**src/rtl/conv_post_pkg.sv**
```systemverilog
// Shared widths, pool FSM state type and the ReLU/round/saturate requantiser
// for the conv array post-processing stage.
package conv_post_pkg;

  localparam int unsigned PSUM_W = 16;
  localparam int unsigned OUT_W  = 8;
  localparam int unsigned ACC_W  = 18;

  typedef enum logic {StEven, StOdd} pool_state_e;

  // ReLU, round-half-up right shift, saturate to OUT_W bits.
  function automatic logic [OUT_W-1:0] requant(input logic signed [ACC_W-1:0] s1,
                                               input logic [3:0]              shift_amt);
    logic [ACC_W:0] half;
    logic [ACC_W:0] rounded;
    logic [ACC_W:0] shifted;
    if (s1[ACC_W-1]) begin
      return '0;
    end
    half    = (shift_amt == 4'd0) ? '0 : ({{ACC_W{1'b0}}, 1'b1} << (shift_amt - 4'd1));
    rounded = {1'b0, s1} + half;
    shifted = rounded >> shift_amt;
    if (shifted > {{(ACC_W + 1 - OUT_W){1'b0}}, {OUT_W{1'b1}}}) begin
      return '1;
    end
    return shifted[OUT_W-1:0];
  endfunction

endpackage

```
**src/rtl/sync_fifo.sv**
```systemverilog
// Single-clock FIFO with registered storage; head is read straight from the
// storage array. A push while full is accepted only if a pop happens too.
module sync_fifo #(
  parameter int unsigned WIDTH = 9,
  parameter int unsigned DEPTH = 4,
  localparam int unsigned PTR_W = $clog2(DEPTH),
  localparam int unsigned CNT_W = $clog2(DEPTH + 1)
) (
  input  logic             clk,
  input  logic             rst,
  input  logic             push,
  input  logic [WIDTH-1:0] push_data,
  input  logic             pop,
  output logic [WIDTH-1:0] head,
  output logic             full,
  output logic             empty,
  output logic [CNT_W-1:0] count
);

  logic [WIDTH-1:0] mem_q [DEPTH];
  logic [PTR_W-1:0] wr_ptr_q, rd_ptr_q;
  logic [CNT_W-1:0] count_q;
  logic             do_push, do_pop;

  assign empty   = (count_q == '0);
  assign full    = (count_q == CNT_W'(DEPTH));
  assign count   = count_q;
  assign head    = mem_q[rd_ptr_q];
  assign do_pop  = pop && !empty;
  assign do_push = push && (!full || do_pop);

  always_ff @(posedge clk or posedge rst) begin
    if (rst) begin
      for (int i = 0; i < int'(DEPTH); i++) begin
        mem_q[i] <= '0;
      end
      wr_ptr_q <= '0;
      rd_ptr_q <= '0;
      count_q  <= '0;
    end else begin
      if (do_push) begin
        mem_q[wr_ptr_q] <= push_data;
        wr_ptr_q        <= wr_ptr_q + 1'b1;
      end
      if (do_pop) begin
        rd_ptr_q <= rd_ptr_q + 1'b1;
      end
      case ({do_push, do_pop})
        2'b10:   count_q <= count_q + 1'b1;
        2'b01:   count_q <= count_q - 1'b1;
        default: count_q <= count_q;
      endcase
    end
  end

endmodule

```
**src/rtl/conv_post_pool.sv**
```systemverilog
// Post-processing for the 1-D conv array: bias, ReLU/requantise, optional 2:1
// max-pool and a small output FIFO. The input side never stalls.
module conv_post_pool #(
  parameter int unsigned PSUM_W     = 16,
  parameter int unsigned OUT_W      = 8,
  parameter int unsigned FIFO_DEPTH = 4
) (
  input  logic              clk,
  input  logic              rst,
  input  logic              valid_in,
  input  logic [PSUM_W-1:0] psum_in,
  input  logic              last_in,
  input  logic [15:0]       bias,
  input  logic [3:0]        shift_amt,
  input  logic              pool_en,
  input  logic              ovf_clr,
  output logic              out_valid,
  input  logic              out_ready,
  output logic [OUT_W-1:0]  out_data,
  output logic              out_last,
  output logic              ovf
);
  import conv_post_pkg::*;

  localparam int unsigned CNT_W = $clog2(FIFO_DEPTH + 1);

  logic                    s1_valid_q, s1_last_q;
  logic signed [ACC_W-1:0] s1_q;
  logic                    s2_valid_q, s2_last_q;
  logic [OUT_W-1:0]        s2_data_q;

  pool_state_e             state_q, state_d;
  logic [OUT_W-1:0]        held_q, held_d;
  logic                    push, push_last, pop, drop;
  logic [OUT_W-1:0]        push_data;
  logic                    ovf_q, ovf_d;

  logic [OUT_W:0]          fifo_head;
  logic                    fifo_full, fifo_empty;
  logic [CNT_W-1:0]        fifo_count;

  always_ff @(posedge clk or posedge rst) begin
    if (rst) begin
      s1_valid_q <= 1'b0;
      s1_last_q  <= 1'b0;
      s1_q       <= '0;
      s2_valid_q <= 1'b0;
      s2_last_q  <= 1'b0;
      s2_data_q  <= '0;
    end else begin
      s1_valid_q <= valid_in;
      s2_valid_q <= s1_valid_q;
      if (valid_in) begin
        s1_last_q <= last_in;
        s1_q      <= {{(ACC_W - PSUM_W){1'b0}}, psum_in} + {{(ACC_W - 16){bias[15]}}, bias};
      end
      if (s1_valid_q) begin
        s2_last_q <= s1_last_q;
        s2_data_q <= requant(s1_q, shift_amt);
      end
    end
  end

  always_comb begin
    state_d   = state_q;
    held_d    = held_q;
    push      = 1'b0;
    push_data = s2_data_q;
    push_last = s2_last_q;
    if (s2_valid_q) begin
      if (!pool_en) begin
        push    = 1'b1;
        state_d = StEven;
      end else begin
        unique case (state_q)
          StEven: begin
            if (s2_last_q) begin
              push = 1'b1;
            end else begin
              held_d  = s2_data_q;
              state_d = StOdd;
            end
          end
          StOdd: begin
            push      = 1'b1;
            push_data = (held_q > s2_data_q) ? held_q : s2_data_q;
            state_d   = StEven;
          end
          default: state_d = StEven;
        endcase
      end
    end
  end

  assign pop  = out_valid && out_ready;
  // The FSM advances even when the result is dropped.
  assign drop = push && fifo_full && !pop;

  always_comb begin
    ovf_d = ovf_q;
    if (drop) begin
      ovf_d = 1'b1;
    end else if (ovf_clr) begin
      ovf_d = 1'b0;
    end
  end

  always_ff @(posedge clk or posedge rst) begin
    if (rst) begin
      state_q <= StEven;
      held_q  <= '0;
      ovf_q   <= 1'b0;
    end else begin
      state_q <= state_d;
      held_q  <= held_d;
      ovf_q   <= ovf_d;
    end
  end

  sync_fifo #(
    .WIDTH (OUT_W + 1),
    .DEPTH (FIFO_DEPTH)
  ) u_fifo (
    .clk       (clk),
    .rst       (rst),
    .push      (push),
    .push_data ({push_last, push_data}),
    .pop       (pop),
    .head      (fifo_head),
    .full      (fifo_full),
    .empty     (fifo_empty),
    .count     (fifo_count)
  );

  assert property (@(posedge clk) disable iff (rst)
    fifo_full == (fifo_count == CNT_W'(FIFO_DEPTH)));

  assign out_valid = !fifo_empty;
  assign out_data  = fifo_head[OUT_W-1:0];
  assign out_last  = fifo_head[OUT_W];
  assign ovf       = ovf_q;

endmodule

```
**config.mk**
```make
export PLATFORM = sky130hd
export DESIGN_NAME = conv_post_pool
export DESIGN_NICKNAME = d
export VERILOG_FILES = /design/src/rtl/conv_post_pkg.sv /design/src/rtl/sync_fifo.sv /design/src/rtl/conv_post_pool.sv
export SDC_FILE = /design/constraint.sdc
export NUM_CORES = 1
export LEC_CHECK = 0
export ABC_AREA = 1
export CORE_MARGIN = 1.5
export CORE_UTILIZATION = 59
export CTS_CLUSTER_SIZE = 30
export DETAILED_ROUTE_END_ITERATION = 10
export GPL_ROUTABILITY_DRIVEN = 0
export PLACE_DENSITY = 0.81
export RECOVER_POWER = 50
export SYNTH_ARGS = -nofsm -noshare
export SYNTH_HDL_FRONTEND = slang
export SYNTH_SLANG_ARGS = --single-unit
export TNS_END_PERCENT = 100
```
**constraint.sdc**
```tcl
create_clock -name clk -period 3.1 [get_ports clk]
set_input_delay 0.62 -clock clk [delete_from_list [all_inputs] [get_ports clk]]
set_output_delay 0.62 -clock clk [all_outputs]
set_load 0.02 [all_outputs]
```
* Word-level counts from Yosys, hierarchy flattened
Cells that the tools add are included.
** Word-level totals
- Flip-flop bits (word level) :: 83
- Bits of input ports :: 43
** Operators by class
- $add $sub $neg :: 7
- Magnitude comparators :: 5
- Equality and inequality tests :: 3
- Shift operators :: 2
- Mux-type cells :: 30
- Bitwise logic cells :: 4
- Reductions and logical operators :: 15
** Operator list (number)
- 2-to-1 mux 8 bit :: 8
- bitwise mux 36 bit :: 1
- 2-to-1 mux 9 bit :: 3
- adder 18 x 19 -> 19 bit :: 1
- greater-than comparator 19 x 8 -> 1 bit (second input constant) :: 1
- 2-to-1 mux 19 bit :: 1
- left shift 1 x 4 -> 19 bit (first input constant) :: 1
- >> shifter 19 x 4 -> 19 bit :: 1
- adder 17 x 16 -> 18 bit :: 1
- binary-select mux 9 bit (select 2 bit) :: 1
- demux 9 bit (select 2 bit) :: 1
- 2-to-1 mux 1 bit :: 12
- greater-than comparator 8 bit :: 1
- >= comparator 3 bit (second input constant) :: 2
- logical AND 1 bit :: 6
- NOT 2 -> 3 bit :: 2
- one-hot mux 3 bit (2 select lines) :: 1
- adder 2 x 1 -> 2 bit (second input constant) :: 2
- zero test 4 bit :: 1
- one-hot mux 1 bit (2 select lines) :: 2
- AND reduction 4 bit :: 1
- nonzero test 2 bit :: 2
- subtractor 4 x 1 -> 4 bit (second input constant) :: 1
- adder 3 x 1 -> 3 bit (second input constant) :: 1
- other kinds (9) :: 12

* Longest topological paths before layout
- Depth after elaboration :: 11
- Depth in mapped cells :: 30
- Depth with buffers taken out :: 28

* Modules after synthesis
From an unflattened synthesis, not the netlist that was laid out.
** Second synthesis, totals
- Cells, all modules :: 1008
- Area, all modules :: 6791.5 um^2
** Modules (own cells, without submodules)
- conv_post_pool :: instances 1, cells an instance 749, area each 4601.9 um^2, seq. area each 1001.0 um^2
- sync_fifo :: instances 1, cells an instance 259, area each 2189.6 um^2, seq. area each 1076.0 um^2

* Worst setup path before layout
Ideal clock, no wire load.
- Path type :: input-to-reg
- Start :: input shift_amt[0]
- End :: register s2_data_q[3]
- Data arrival time :: 3.501 ns
- Slack :: -0.518 ns
- Cell stages on the path :: 29
- Buffers on the path :: 2
- Cell sequence :: clkbuf_1 inv_1 buf_2 nor2_1 nand2_1 nor2_1 ha_1 inv_1 fa_1 inv_1 nand3_1 nand3_1 nand2_1 nand2_1 nand2_2 nand2_2 nand2_2 nand3_2 nand2_1 nand2_2 nand3_1 nand2_2 nand2_2 nor2_2 nand3_2 nand2_4 nand2_1 nand2_1 nand2_1
** On the way
- Cells in the longest elaborated chain, start to end :: 11
- Elaborated cells between the ends (all ways) :: 13
- Those cells by class :: add/sub: 2; order compare: 1; shift: 2; mux: 7; reduce/logical: 1
** RTL lines
- from (decl) :: RTL line conv_post_pool.sv:14 : input logic [3:0] shift_amt,
- subtractor 4 x 1 -> 4 bit :: RTL line conv_post_pkg.sv:20 : half = (shift_amt == 4'd0) ? '0 : ({{ACC_W{1'b0}}, 1'b1} << (shift_amt - 4'd1));
- left shift 1 x 4 -> 19 bit :: RTL line conv_post_pkg.sv:20
- 2-to-1 mux 19 bit :: RTL line conv_post_pkg.sv:20
- adder 18 x 19 -> 19 bit :: RTL line conv_post_pkg.sv:21 : rounded = {1'b0, s1} + half;
- >> shifter 19 x 4 -> 19 bit * :: RTL line conv_post_pkg.sv:22 : shifted = rounded >> shift_amt;
- greater-than comparator 19 x 8 -> 1 bit :: RTL line conv_post_pkg.sv:23 : if (shifted > {{(ACC_W + 1 - OUT_W){1'b0}}, {OUT_W{1'b1}}}) begin
- 2-to-1 mux 1 bit :: RTL line conv_post_pkg.sv:23
- 2-to-1 mux 1 bit :: RTL line conv_post_pkg.sv:20
- 2-to-1 mux 1 bit :: RTL line conv_post_pool.sv:57 : if (s1_valid_q) begin
- 2-to-1 mux 8 bit * :: RTL line conv_post_pkg.sv:26 : return shifted[OUT_W-1:0];
- 2-to-1 mux 8 bit * :: RTL line conv_post_pkg.sv:20
- to (signal assigned) :: RTL line conv_post_pool.sv:59 : s2_data_q <= requant(s1_q, shift_amt);
- to (decl) :: RTL line conv_post_pool.sv:30 : logic [OUT_W-1:0] s2_data_q;
Mark *: on every way between the ends. The rest lies on a longest branch, timed or not. The select of a mux whose other input is x is not followed.
A chain may end at the register's enable or synchronous reset.

* Final worst setup path
- Start :: input shift_amt[1]
- End :: register s2_data_q[6]
Same word-level chain as after synthesis.

==> run metrics <==
outcome finished, final reports clean; Synth Register Bits 83; flop2flop setup slack 0.38 ns; top cells by area, synth dfrtp_1 (32%), nand2_1 (16%), ha_1 (9.0%); Max Clk Rate 324 MHz; post-DP HPWL 12,500 um; pin count of the biggest net entering global routing 68; Distinct cells, synth 44; total power 0.00505 W; hold path depth 0; Worst setup EP type flop; Syn Inst Count 930; register area share after synthesis 32.5%; Starting Density 61.4%; hold endpoint s2_valid_q; WHS 0.435 ns; # setup viols final 0; leakage power 4.16 nW; CTS tree yes; DRC viols 0; most frequent cell after synthesis nand2_1; Period minus WS final 3.09 ns; CP startpoint kind input port; FFs w/ async S/R, synth 100%; Slew HR 38.4%; Area growth syn-to-layout 29.8%; Worst EP required 3.37 ns; number of CTS-inserted buffers 9; slew at the pin closest to its max-slew limit 0.924 ns; Setup Skew 0.0167 ns; Final Max Tran Viols 0; RSZ-0062 raised after global routing true; Synth Cell Area 0.00640 mm2; Worst Hold Class flop to flop; IR drop worst, VDD 525 uV; Placement Cell Area 0.00763 mm2; Clock Path Buffers 2; First-pass DRT Iterations 6; EDFF count, synth 0; Buf+Inv Stages, Crit Path 4; worst reg-to-reg path cell count 20; Worst R2R End s2_data_q[6]; Inst Count DP 1,169; final WL 17,600 um; Critical-path top delay cell fa_2; crit path kind input port to flop; final core occ 79.7%; syn avg cell area 6.88 um2; crit share post-route 99.6%; Synth top area share 32.5%; Skew-Pair Late Insertion Delay 0.37 ns; via count 6,734; antenna violations before repair 0; total gr overflow 0; final std cells w/o fill 1,198; Port Buffers 53; cell family with most CP delay simple AND/OR/NAND/NOR gates; Most used DFF post-synth dfrtp_1; worst hold start s1_valid_q; area leader, netlist dfrtp_1; 1st-iter DRT viols 508; Die W 107 um; Cell Pwr Density 608 mW/mm2; final hold viol count 0; Die Span Y 107 um; top cells by count, synth nand2_1 (276), o21ai_0 (109), inv_1 (84); die area 0.0115 mm2; Inserted Diodes 0; nets 1,149; Max H-tree Level 3; average via count per standard cell 5.62; clk sinks 83; CP max FO 8; FF-to-FF Start s1_q[11]; Yosys warning total 0; clk root buf clkbuf_8; core outline area 0.0104 mm2; CP most frequent cell nand2_2; Post-DRT Antenna Nets 0; max-cap viol count 0; syn nets 1,022; vias in the first global route 6,329; first-pass GRT wire length 28,200 um; Data arrival, critical path 3.36 ns; Crit path largest cell delay 0.35 ns; Routed WL per cell 14.7 um; share of cells above drive strength 1 22.5%; Clk pin slew, worst setup/hold paths 0.10 ns; Top Ports 54; Final Cell Area 0.00830 mm2; Total GRT Usage 30.7%; Rows 37
-- repair_timing --
item,CTS,global route
gates resized for setup,29,70
pin swaps,10,39
hold buffers,0,0
setup buffers,3,10
setup endpoints to repair,8,8
-- registers in the layout (all words and copies together) (netlist names) --
signal           count
u_fifo.wr_ptr_q      2
u_fifo.count         3
state_q              1
s1_last_q            1
s2_data_q            8
ovf                  1
held_q               8
u_fifo.rd_ptr_q      2
s1_q                18
s1_valid_q           1
push_last            1
u_fifo.mem_q        36
s2_valid_q           1
-- metal layers --
metal  part of all wire (%)  vias up  global-route usage (%)
met1                     41     3117                    37.7
met5                      0        -                       0
met3                    4.7       78                    4.07
met4                    4.4        0                    14.2
met2                     49      223                    53.4
li1                       -     3316                       -
-- cells by family (layout without fill, tap and decap cells) --
group | count (synthesis) | count (layout) | share of synthesized area [%]
AO/OA/AOI/OAI | 183 | 183 | 15.5
XOR/XNOR | 19 | 19 | 2.60
adder cells (fa/ha/maj) | 49 | 49 | 9.94
buffers and inverters | 125 | 257 | 7.55
flip-flops | 83 | 83 | 32.5
other | 1 | 1 | 0.0586
AND/OR/NAND/NOR | 470 | 470 | 31.9
-- report_power, final --
part           internal (W)  leakage (nW)  switching [W]
combinational       0.00104          3.02        0.00137
clock              0.000470         0.117       0.000461
sequential          0.00144          1.03       0.000265
total               0.00295          4.16        0.00210
-- cells in the final DEF, fill, tap and decap left out, types with 3 or more instances in the layout --
cell type / count
a21oi_1: 29
a21oi_2: 7
a31oi_1: 5
buf_4: 87
clkbuf_8: 9
clkdlybuf4s50_1: 46
clkinv_1: 3
dfrtp_1: 83
dlygate4sd3_1: 3
ha_1: 39
ha_4: 6
inv_1: 77
inv_2: 15
inv_6: 3
nand2_1: 255
nand2_2: 37
nand2_4: 4
nand3_1: 54
nand3_2: 25
nand3_4: 5
nand4_1: 4
nor2_1: 53
nor2_2: 11
nor2_4: 5
nor3_1: 4
nor3_2: 6
o211ai_1: 5
o21ai_0: 108
o21ai_1: 6
o22ai_1: 10
o31ai_1: 3
xnor2_1: 7
xor2_1: 12
-- stage by stage --
stage / TNS [ns] / setup slack (ns)
final: 0 / 0.0120
after global routing: -1.05 / -0.142
after CTS: 0 / 0.00271
after detailed placement: -6.01 / -0.746
after global placement: -5.51 / -0.690
after floorplan: -0.883 / -0.111
-- worst max path at each step --
stage | depth (start not counted) | endpoint | startpoint | slack (ns)
2_1_floorplan | 29 | s2_data_q[3] | shift_amt[0] | -0.11
3_3_place_gp | 26 | s2_data_q[4] | shift_amt[0] | -0.69
3_5_place_dp | 26 | s2_data_q[3] | shift_amt[1] | -0.75
4_1_cts | 28 | s2_data_q[2] | shift_amt[1] | 0.003
5_1_grt | 25 | s2_data_q[7] | shift_amt[2] | -0.14
6_report | 28 | s2_data_q[6] | shift_amt[1] | 0.01
-- area by class of cell --
type / count / area (um2)
clock inverters: 7 / 106
well taps: 136 / 170
clock buffers: 9 / 124
flip-flops and latches: 83 / 2080
multi-input cells: 722 / 4230
repair buffers: 144 / 1220
inverters: 97 / 373
fillers: 734 / 2110
Note: power is estimated with default switching activity, not from simulation.
